<file path="src/rtl/tt_um_customalu.sv">
// tt_um_customalu: 16-opcode 4-bit ALU with one registered 8-bit result.
// A = ui_in[3:0], B = ui_in[7:4], opcode = uio_in[3:0]. The result settles
// combinationally and is captured on every rising clk edge. The uio bus is
// tied off as inputs only.
module tt_um_customalu (
  input  logic       clk,
  input  logic       rst_n,
  input  logic       ena,
  input  logic [7:0] ui_in,
  input  logic [7:0] uio_in,
  output logic [7:0] uo_out,
  output logic [7:0] uio_out,
  output logic [7:0] uio_oe
);

  // Opcode encoding
  localparam logic [3:0] OP_ADD = 4'b0000;
  localparam logic [3:0] OP_SUB = 4'b0001;
  localparam logic [3:0] OP_MUL = 4'b0010;
  localparam logic [3:0] OP_DIV = 4'b0011;
  localparam logic [3:0] OP_ROL = 4'b0100;
  localparam logic [3:0] OP_ROR = 4'b0101;
  localparam logic [3:0] OP_PEN = 4'b0110;
  localparam logic [3:0] OP_GRY = 4'b0111;
  localparam logic [3:0] OP_MAJ = 4'b1000;
  localparam logic [3:0] OP_PAR = 4'b1001;
  localparam logic [3:0] OP_AND = 4'b1010;
  localparam logic [3:0] OP_OR  = 4'b1011;
  localparam logic [3:0] OP_NOT = 4'b1100;
  localparam logic [3:0] OP_XOR = 4'b1101;
  localparam logic [3:0] OP_GT  = 4'b1110;
  localparam logic [3:0] OP_EQ  = 4'b1111;

  logic [3:0] op_a;
  logic [3:0] op_b;
  logic [3:0] opcode;

  assign op_a   = ui_in[3:0];
  assign op_b   = ui_in[7:4];
  assign opcode = uio_in[3:0];

  // ena and the upper uio inputs have no functional effect.
  logic unused_ok;
  assign unused_ok = &{1'b0, ena, uio_in[7:4]};

  // ---------------------------------------------------------------------------
  // Per-operation datapaths, all evaluated in parallel and muxed by opcode.
  // ---------------------------------------------------------------------------
  logic [4:0] add_res;
  logic [7:0] sub_res;
  logic [7:0] mul_res;
  logic [7:0] div_res;
  logic [3:0] rol_res;
  logic [3:0] ror_res;
  logic [2:0] pen_res;
  logic [3:0] gray_res;
  logic       maj_res;
  logic       par_res;
  logic       gt_res;
  logic       eq_res;

  assign add_res = {1'b0, op_a} + {1'b0, op_b};
  assign sub_res = {4'h0, op_a} - {4'h0, op_b};
  assign mul_res = {4'h0, op_a} * {4'h0, op_b};
  assign rol_res = {op_a[2:0], op_a[3]};
  assign ror_res = {op_a[0], op_a[3:1]};
  assign par_res = ^op_a;
  assign gt_res  = (op_a > op_b);
  assign eq_res  = (op_a == op_b);

  // Gray code: each bit is the XOR with its upper neighbour; the MSB passes.
  generate
    for (genvar gi = 0; gi < 3; gi++) begin : g_gray
      assign gray_res[gi] = op_a[gi] ^ op_a[gi+1];
    end
  endgenerate
  assign gray_res[3] = op_a[3];

  // Divider: quotient in the low nibble, remainder in the high nibble.
  // A zero divisor never reaches the divide operators and reports all ones.
  logic [3:0] quot;
  logic [3:0] rem;
  always_comb begin
    quot = 4'h0;
    rem  = 4'h0;
    if (op_b != 4'h0) begin
      quot = op_a / op_b;
      rem  = op_a % op_b;
    end
  end
  assign div_res = (op_b == 4'h0) ? 8'hFF : {rem, quot};

  // Priority encoder: index of the highest set bit of A, plus a valid flag.
  always_comb begin
    pen_res = 3'b000;
    if (op_a[3])      pen_res = 3'b111;
    else if (op_a[2]) pen_res = 3'b110;
    else if (op_a[1]) pen_res = 3'b101;
    else if (op_a[0]) pen_res = 3'b100;
  end

  // Majority over all eight operand bits; a 4-of-8 tie is not a majority.
  logic [7:0] maj_bits;
  logic [3:0] ones_cnt;
  assign maj_bits = {op_b, op_a};
  always_comb begin
    ones_cnt = 4'h0;
    for (int i = 0; i < 8; i++) begin
      ones_cnt = ones_cnt + {3'b000, maj_bits[i]};
    end
  end
  assign maj_res = (ones_cnt >= 4'd5);

  // ---------------------------------------------------------------------------
  // Result select; bits not driven by an operation stay zero.
  // ---------------------------------------------------------------------------
  logic [7:0] result_next;
  logic [7:0] result_reg;

  // Opcode mux feeding the output register.
  always_comb begin
    result_next = 8'h00;
    case (opcode)
      OP_ADD: result_next = {3'b000, add_res};
      OP_SUB: result_next = sub_res;
      OP_MUL: result_next = mul_res;
      OP_DIV: result_next = div_res;
      OP_ROL: result_next = {4'h0, rol_res};
      OP_ROR: result_next = {4'h0, ror_res};
      OP_PEN: result_next = {5'b00000, pen_res};
      OP_GRY: result_next = {4'h0, gray_res};
      OP_MAJ: result_next = {7'b0000000, maj_res};
      OP_PAR: result_next = {7'b0000000, par_res};
      OP_AND: result_next = {4'h0, op_a & op_b};
      OP_OR:  result_next = {4'h0, op_a | op_b};
      OP_NOT: result_next = {4'h0, ~op_a};
      OP_XOR: result_next = {4'h0, op_a ^ op_b};
      OP_GT:  result_next = {7'b0000000, gt_res};
      OP_EQ:  result_next = {7'b0000000, eq_res};
      default: result_next = 8'h00;
    endcase
  end

  // Output register: cleared by synchronous reset, otherwise loads every edge.
  always_ff @(posedge clk) begin
    if (!rst_n) begin
      result_reg <= 8'h00;
    end else begin
      result_reg <= result_next;
    end
  end

  assign uo_out  = result_reg;
  assign uio_out = 8'h00;
  assign uio_oe  = 8'h00;

endmodule

</file>
<file path="config.mk">
export PLATFORM = sky130hd
export DESIGN_NAME = tt_um_customalu
export DESIGN_NICKNAME = d
export VERILOG_FILES = /design/src/rtl/tt_um_customalu.sv
export SDC_FILE = /design/constraint.sdc
export NUM_CORES = 1
export LEC_CHECK = 0
export ABC_CLOCK_PERIOD_IN_PS = 6500
export BUFFER_PORTS_ARGS = -buffer_cell sky130_fd_sc_hd__buf_2
export CAP_MARGIN = 15
export CORE_MARGIN = 2
export CORE_UTILIZATION = 50
export DETAILED_ROUTE_END_ITERATION = 7
export PLACE_DENSITY = 0.73
export SLEW_MARGIN = 20
export SYNTH_ARGS = -nofsm -noshare
export SYNTH_HDL_FRONTEND = slang
export SYNTH_SLANG_ARGS = --single-unit
</file>
<file path="constraint.sdc">
create_clock -name clk -period 6.5 [get_ports clk]
set_input_delay 1.3 -clock clk [delete_from_list [all_inputs] [get_ports clk]]
set_output_delay 1.3 -clock clk [all_outputs]
set_load 0.03 [all_outputs]
</file>
==> results of run 1 <==
[worst max-delay path: stages]
cell and delay, ns:
buf_2 0.16, inv_1 0.21, ha_1 0.20, nor4b_1 0.24, a2bb2oi_1 0.30, ha_1 0.31
or4b_1 0.50, nand2_1 0.09, a2bb2oi_2 0.07, ha_1 0.29, or4b_1 0.52, a21oi_1 0.23
nor2_1 0.08, ha_1 0.31, o21ai_0 0.10, a31oi_1 0.09, or2_2 0.32, or4_1 0.47
nand3_1 0.11, a31oi_1 0.08
[cell families after synthesis]
logic type / count (synthesis) / synth area share [%]
buf+inv: 58 / 11.8
mux: 4 / 1.88
fa+ha+maj: 55 / 32.1
compound gates: 88 / 23.8
other cells: 1 / 0.156
xor+xnor: 14 / 5.11
flops: 8 / 6.67
simple gates: 89 / 18.5
[layer usage]
metal / GRT usage [%] / wire, um / vias up
li1: - / - / 1118
met1: 33.2 / 2670 / 1065
met5: 0 / 0 / -
met2: 38.6 / 2840 / 92
met3: 2.61 / 302 / 17
met4: 4.32 / 126 / 0
[metrics by stage]
stage	util [%]	setup slack [ns]	area, um^2
final	54.0	0.585	2520
after global routing	54.0	0.250	2520
after CTS	53.9	0.634	2510
after detailed placement	53.0	0.411	2470
after global placement	53.0	0.484	2470
after floorplan	-	0.980	2460
[power by group]
part	leakage (uW)	switching, uW	internal (uW)
sequential	0.0000657	0.631	52.9
combinational	0.00111	137	85.5
clock	0.0000216	17.7	39.9
[cell usage after synthesis (3+ instances only)]
library cell / n
nor4_1: 3
xor2_1: 6
o21a_1: 3
dfxtp_1: 8
o31ai_1: 3
o21bai_1: 4
nand3_1: 9
fa_1: 11
o21ai_0: 24
nand2b_1: 3
a31oi_1: 10
buf_4: 17
ha_1: 44
a41oi_1: 3
inv_1: 30
xnor2_1: 8
mux2i_1: 3
nand2_1: 22
a21oi_1: 20
clkbuf_1: 8
nor2_1: 30
[final cells by class]
type                    count  share of cell area [%]
inverters                  31                    4.62
flip-flops and latches      8                    6.37
clock buffers               3                    1.64
repair buffers             22                    4.48
multi-input cells         266                    80.2
well taps                  54                    2.69
[cells in the final DEF, fill, tap and decap left out, drive strengths merged, types with 3 or more instances in the layout]
master,instances
mux2i,3
nor4,3
nand2,22
o21ai,25
ha,44
xnor2,8
o31ai,3
nand2b,3
a41oi,3
clkbuf,3
a31oi,10
o21a,3
nand3,9
nor2,31
nor3,4
inv,31
dfxtp,8
conb,16
o21bai,4
fa,11
a21oi,20
buf,22
xor2,6
[final timing paths]
kind      from        end  slack (ns)  depth (start not counted)
max   ui_in[4]  uo_out[7]        0.59                         20
min      rst_n  uo_out[0]        1.38                          3
==> run metrics, run 1 <==
status=completed; pin count of the biggest net entering global routing=27; Core ar.=0.00466 mm^2; Detailed Routing Iterations Pass 1=5; CP Capture Type=flip-flop; Setup Fix Bufs, Post-CTS=0; fin crit share=91.0%; wire per inst=15.5 um; Max-Cap Viols=0; GR Overflow Total=0; CTS tree=yes; Yosys cell types=55; Seq/Total Area, Yosys=6.67%; total CTS buffers=3; RSZ-0062 raised after global routing=no; Netlist Area Pre-Place=0.00240 mm^2; gr usage total=23.5%; Yosys reg bits=8; initial core utilization=51.5%; ys async rst share=0%; Yosys top cell by area=ha_1; Sequential Area=160 um^2; hold slack=1.38 ns; max reg flops=8; syn avg cell area=7.57 um^2; final wirelength=5.93 mm; Post-CTS Hold Buffers=0; leakage power=0.00119 uW; DP HPWL=4.73 mm; CTS Root Cell=clkbuf_8; DR iter-0 viols=241; Crit Path Category=input port to flip-flop; VDD IR max=0.0000673 V; fill count=439; top area cells in the synthesized netlist=ha_1 23%, fa_1 9.2%, dfxtp_1 6.7%; fmax=169 MHz; placed instance count=381; Max FO, Critical Path=9; final setup violation count=0; Final Hold Fails=0; first-pass GRT wire length=9.93 mm; Yosys top cell area share=22.9%; RD Place Congestion=0.893; number of diodes=0; vias per cell=5.97; Final min period=5.91 ns; FP Rows=25; Sink Count=8; post-cts resize count=0; critical path required time=6.59 ns; Clk pin slew, worst setup/hold paths=0.04 ns; Slew HR=56.1%; total number of vias=2292; Fin Setup TNS=0 ns; number of synthesized flops with an enable pin=0; share of cells above drive strength 1=10.9%; Power Density=133 mW/mm^2; cell count after synthesis=317; Die H=73.3 um; I/O Buffers=21; Slew @ Worst Pin=0.652 ns; Max Transition Viols Final=0; vias in the first global route=2080; Setup crit start kind=input port; Top FF cell, synth=dfxtp_1; antenna-violating nets left=0; CP arrival=6.00 ns; CTS max path bufs=2; I/O Pins=43; Die Footprint=0.00537 mm^2; min-delay worst type=input port to flip-flop; area delta synth->final=4.85%; Power, Total=334 uW; Yosys Warn Count=0; H-tree level count=1; Residual DRC=0; initial antenna violation count=0; Die Width=73.3 um; non-filler cells in the finished layout=384; nets=406; multi-input logic area=0.00202 mm^2
No activity file was read; power rests on OpenSTA's default activity.
==> run 2, diff against run 1 <==
Settings changed: ABC_AREA set to 0, CORE_MARGIN 2 to not set.
==> run 2 against run 1 <==
The flow now finishes with violations (DRC). Worst hold slack about the same. Critical path depth up 1. Cell count shrank 0.52%. Worst setup slack got worse by 0.035 ns. Sequential share of layout area about the same. Fmax shrank 0.59%. Cell area shrank 0.35%. Die area decreased by 5.4%. Utilization is 2.1 points higher. Critical path type unchanged. Highest routed layer unchanged.
==> run metrics, run 2 (synthesis results as in run 1) <==
Detailed Routing Iterations Pass 1=6; GRT Max-Usage Layer=met2; area delta synth->final=4.48%; Setup crit start kind=input port; post-route cell area=0.00251 mm^2; H-tree level count=1; RSZ-0062 raised after global routing=no; Post-CTS Hold Buffers=0; I/O Buffers=21; placed instance count=379; Clk pin slew, worst setup/hold paths=0.04 ns; grt met2 use=41.0%; Die Footprint=0.00508 mm^2; vias in the first global route=2065; Hold Path Cell Cnt=3; Max FO, Critical Path=9; initial core utilization=53.6%; leakage power=0.00119 uW; max reg flops=8; total CTS buffers=3; DP HPWL=4.66 mm; Setup Fix Bufs, Post-CTS=0; Residual DRC=1; CP Capture Type=flip-flop; CTS tree=yes; GR Layer Usage met3=3.09%; Worst Hold Path EP=uo_out[4]; critical path required time=6.59 ns; non-filler cells in the finished layout=382; Final min period=5.95 ns; min-delay worst type=input port to flip-flop; final setup violation count=0; number of diodes=0; Slew @ Worst Pin=0.946 ns; antenna-violating nets left=0; hold slack=1.38 ns; status=complete, but fails checks; Sink Count=8; post-cts resize count=0; vias per cell=5.89; Die Width=71.3 um; GR Util met1=35.6%; CP peak stage delay=0.50 ns; CP max stage cell=or4b_1; Max-Cap Viols=0; FP Rows=24; failing checks=DRC; CP cell instances=buf_2, inv_1, ha_1, nor4b_1, a2bb2oi_1, ha_1, or4b_1, nand2_1, a2bb2oi_2, ha_1, or2_2, o311a_1, mux2_4, inv_1, ha_1, nand2b_1, a31oi_1, or2_2, or4_1, nand3_1, a31oi_1; Fin Setup TNS=0 ns; Final Hold Fails=0; VDD IR max=0.0000739 V; RD Place Congestion=0.911; pin count of the biggest net entering global routing=27; DR iter-0 viols=270; commonest non-fill, non-tap cells in the layout=44 x ha_1, 30 x inv_1, 30 x nor2_1; Die H=71.3 um; first-pass GRT wire length=10.1 mm; most common cell after layout, fill and taps aside=ha_1; nets=406; most frequent CP cell=ha_1; CP arrival=6.04 ns; initial antenna violation count=0; HP Start=rst_n; Crit Path Category=input port to flip-flop; fmax=168 MHz; gr usage total=25.1%; I/O Pins=43; Power Density=134 mW/mm^2; final wirelength=5.96 mm; Max Transition Viols Final=0; CTS Root Cell=clkbuf_8; Slew HR=36.4%; share of cells above drive strength 1=10.6%; CTS max path bufs=2; fin crit share=91.5%; Core ar.=0.00447 mm^2; fill count=444; DP Area=0.00247 mm^2; GR Overflow Total=0; total number of vias=2250; wire per inst=15.6 um
## run 2: layout make-up
class,count,area (um^2),area share (%)
multi-input combinational,266,2010,80.2
sequential,8,160,6.39
inverter,31,116,4.64
timing repair buffer,22,113,4.49
tap,52,65.1,2.59
clock buffer,3,41.3,1.65
## run 2: where the power goes
group / internal [uW] / switching (uW) / total (uW)
Sequential: 52.9 / 0.750 / 53.6
Combinational: 86.2 / 138 / 224
Clock: 40.0 / 18.5 / 58.5
Total: 179 / 157 / 336
## run 2: metal layers
metal | share of wire, % | wire length, um | vias up
met5 | 0 | 0 | -
met4 | 1.5 | 92 | 0
met3 | 6.7 | 401 | 8
met2 | 46 | 2730 | 80
met1 | 46 | 2740 | 1039
li1 | - | - | 1123
## run 2: worst max-delay path, delay by kind of cell
kind / cells / cell delay, ns
AO/OA/AOI/OAI: 5 / 0.77
adder cells (fa/ha/maj): 4 / 1.05
buffers and inverters: 3 / 0.44
multiplexers: 1 / 0.34
AND/OR/NAND/NOR: 8 / 2.12
## run 2: worst max path at each step
stage	from	endpoint	slack, ns	cells after the start
floorplan	ui_in[4]	uo_out[7]	0.98	20
global placement	ui_in[4]	uo_out[7]	0.44	20
detailed placement	ui_in[4]	uo_out[7]	0.35	20
CTS	ui_in[4]	uo_out[7]	0.58	20
global route	ui_in[4]	uo_out[7]	0.15	20
finish	ui_in[4]	uo_out[7]	0.55	21
## run 2: per-stage QoR
stage	power, uW	utilization (%)	setup WS, ns
5_1_grt	370	56.0	0.147
4_1_cts	337	56.0	0.581
2_1_floorplan	234	-	0.980
3_3_place_gp	271	55.1	0.440
3_5_place_dp	277	55.1	0.351
6_report	336	56.0	0.550
==> run 3, diff against run 2 <==
Settings changed: ABC_AREA 0 to not set, BUFFER_PORTS_ARGS -buffer_cell sky130_fd_sc_hd__buf_2 to -buffer_cell sky130_fd_sc_hd__clkbuf_2, CORE_ASPECT_RATIO set to 0.9.
==> run 3 against run 2 <==
The flow now finishes without violations. Largest power group unchanged. Largest cell class unchanged. Non-clock buffer count unchanged. Total power up 0.22%. Clock power down 3%. Sequential power about the same. Die area about the same. Cell count up 2.6%. Worst setup slack better by 0.025 ns. Worst hold slack better by 0.016 ns. Combinational power about the same.
==> run metrics, run 3 (synthesis results as in run 1) <==
critical path required time=6.59 ns; VDD IR max=0.0000927 V; CTS Root Cell=clkbuf_8; DR iter-0 viols=221; nets=406; Sink Count=8; total CTS buffers=3; share of cells above drive strength 1=10.6%; wire per inst=15.5 um; max reg flops=8; Final min period=5.92 ns; Detailed Routing Iterations Pass 1=5; initial antenna violation count=0; post-cts resize count=0; Max Transition Viols Final=0; min-delay worst type=input port to flip-flop; Seq pwr share=16.0%; final wirelength=6.09 mm; NetSw=158 uW; Crit Path Category=input port to flip-flop; H-tree level count=1; CTS tree=yes; FP Rows=23; CP Capture Type=flip-flop; Die H=67.7 um; Final Hold Fails=0; Slew @ Worst Pin=0.910 ns; Fin Setup TNS=0 ns; vias in the first global route=2054; fin crit share=91.1%; vias per cell=5.82; final setup violation count=0; RD Place Congestion=0.875; Clock Power Share=16.8%; internal power=179 uW; antenna-violating nets left=0; CP arrival=6.01 ns; GR Overflow Total=0; Gate power share=67.2%; Setup crit start kind=input port; fill count=451; Residual DRC=0; Core ar.=0.00452 mm^2; Setup Fix Bufs, Post-CTS=0; Post-CTS Hold Buffers=0; first-pass GRT wire length=9.87 mm; number of diodes=0; total number of vias=2280; final worst slack=0.575 ns; Power, Total=337 uW; gr usage total=25.6%; Hold Path Cell Cnt=3; Worst Hold Path EP=uo_out[0]; Setup Slack @ Placement=0.383 ns; Slew HR=38.8%; Power Density=134 mW/mm^2; Max-Cap Viols=0; most common cell after layout, fill and taps aside=ha_1; non-filler cells in the finished layout=392; HP Start=rst_n; area delta synth->final=5.01%; fmax=169 MHz; leakage power=0.00119 uW; Die Footprint=0.00508 mm^2; Die Width=75.0 um; RSZ-0062 raised after global routing=no; placed instance count=389; initial core utilization=53.1%; I/O Pins=43; CTS max path bufs=2; Switching Share=46.9%; Max FO, Critical Path=10; I/O Buffers=21; DP HPWL=4.78 mm; Clk pin slew, worst setup/hold paths=0.04 ns; status=completed; pin count of the biggest net entering global routing=27; commonest non-fill, non-tap cells in the layout=44 x ha_1, 30 x inv_1, 30 x nor2_1
## run 3: critical path, cell delays in order
cell,delay [ns]
clkbuf_2,0.26
ha_1,0.22
nor4b_1,0.24
a2bb2oi_1,0.34
ha_1,0.33
or4b_1,0.51
nand2_1,0.08
a2bb2oi_2,0.07
ha_1,0.29
or2_2,0.28
o311a_1,0.18
mux2_4,0.34
inv_1,0.07
ha_1,0.25
nand2b_1,0.10
a31oi_1,0.12
or2_2,0.33
or4_1,0.48
nand3_1,0.12
a31oi_1,0.08
## run 3: area by class of cell
cell class | instances | area (um^2) | share of cell area [%]
multi-input combinational | 266 | 2010 | 79.8
clock buffer | 3 | 41.3 | 1.64
inverter | 31 | 116 | 4.62
tap | 62 | 77.6 | 3.08
timing repair buffer | 22 | 113 | 4.47
sequential | 8 | 160 | 6.36
## run 3: power groups by stage
stage / logic [uW] / registers, uW / clock network (uW)
floorplan: 172 / 61.9 / 0
global placement: 218 / 54.5 / 0
detailed placement: 223 / 54.6 / 0
CTS: 225 / 53.9 / 57.8
global route: 255 / 54.2 / 60.0
finish: 226 / 53.8 / 56.7
## run 3: worst max-delay path by stage
stage / startpoint / end / slack, ns / cells after the start
floorplan: ui_in[4] / uo_out[7] / 0.98 / 20
global placement: ui_in[4] / uo_out[7] / 0.56 / 21
detailed placement: ui_in[4] / uo_out[7] / 0.38 / 21
CTS: ui_in[4] / uo_out[7] / 0.61 / 21
global route: ui_in[4] / uo_out[7] / 0.28 / 20
finish: ui_in[3] / uo_out[7] / 0.58 / 20
## run 3: layer usage
layer / GRT usage (%) / wire (um) / vias to the layer above
li1: - / - / 1122
met1: 34.9 / 2820 / 1077
met2: 42.7 / 2830 / 77
met3: 5.37 / 399 / 4
met4: 2.83 / 38 / 0
met5: 0 / 0 / -
## run 3: through the flow
stage                     area, um^2  utilization (%)  hold WS (ns)
after CTS                       2520             55.8          1.39
after detailed placement        2480             54.9          1.62
after global routing            2520             55.8          1.42
after floorplan                 2460                -          1.43
after global placement          2480             54.9          1.61
final                           2520             55.8          1.40
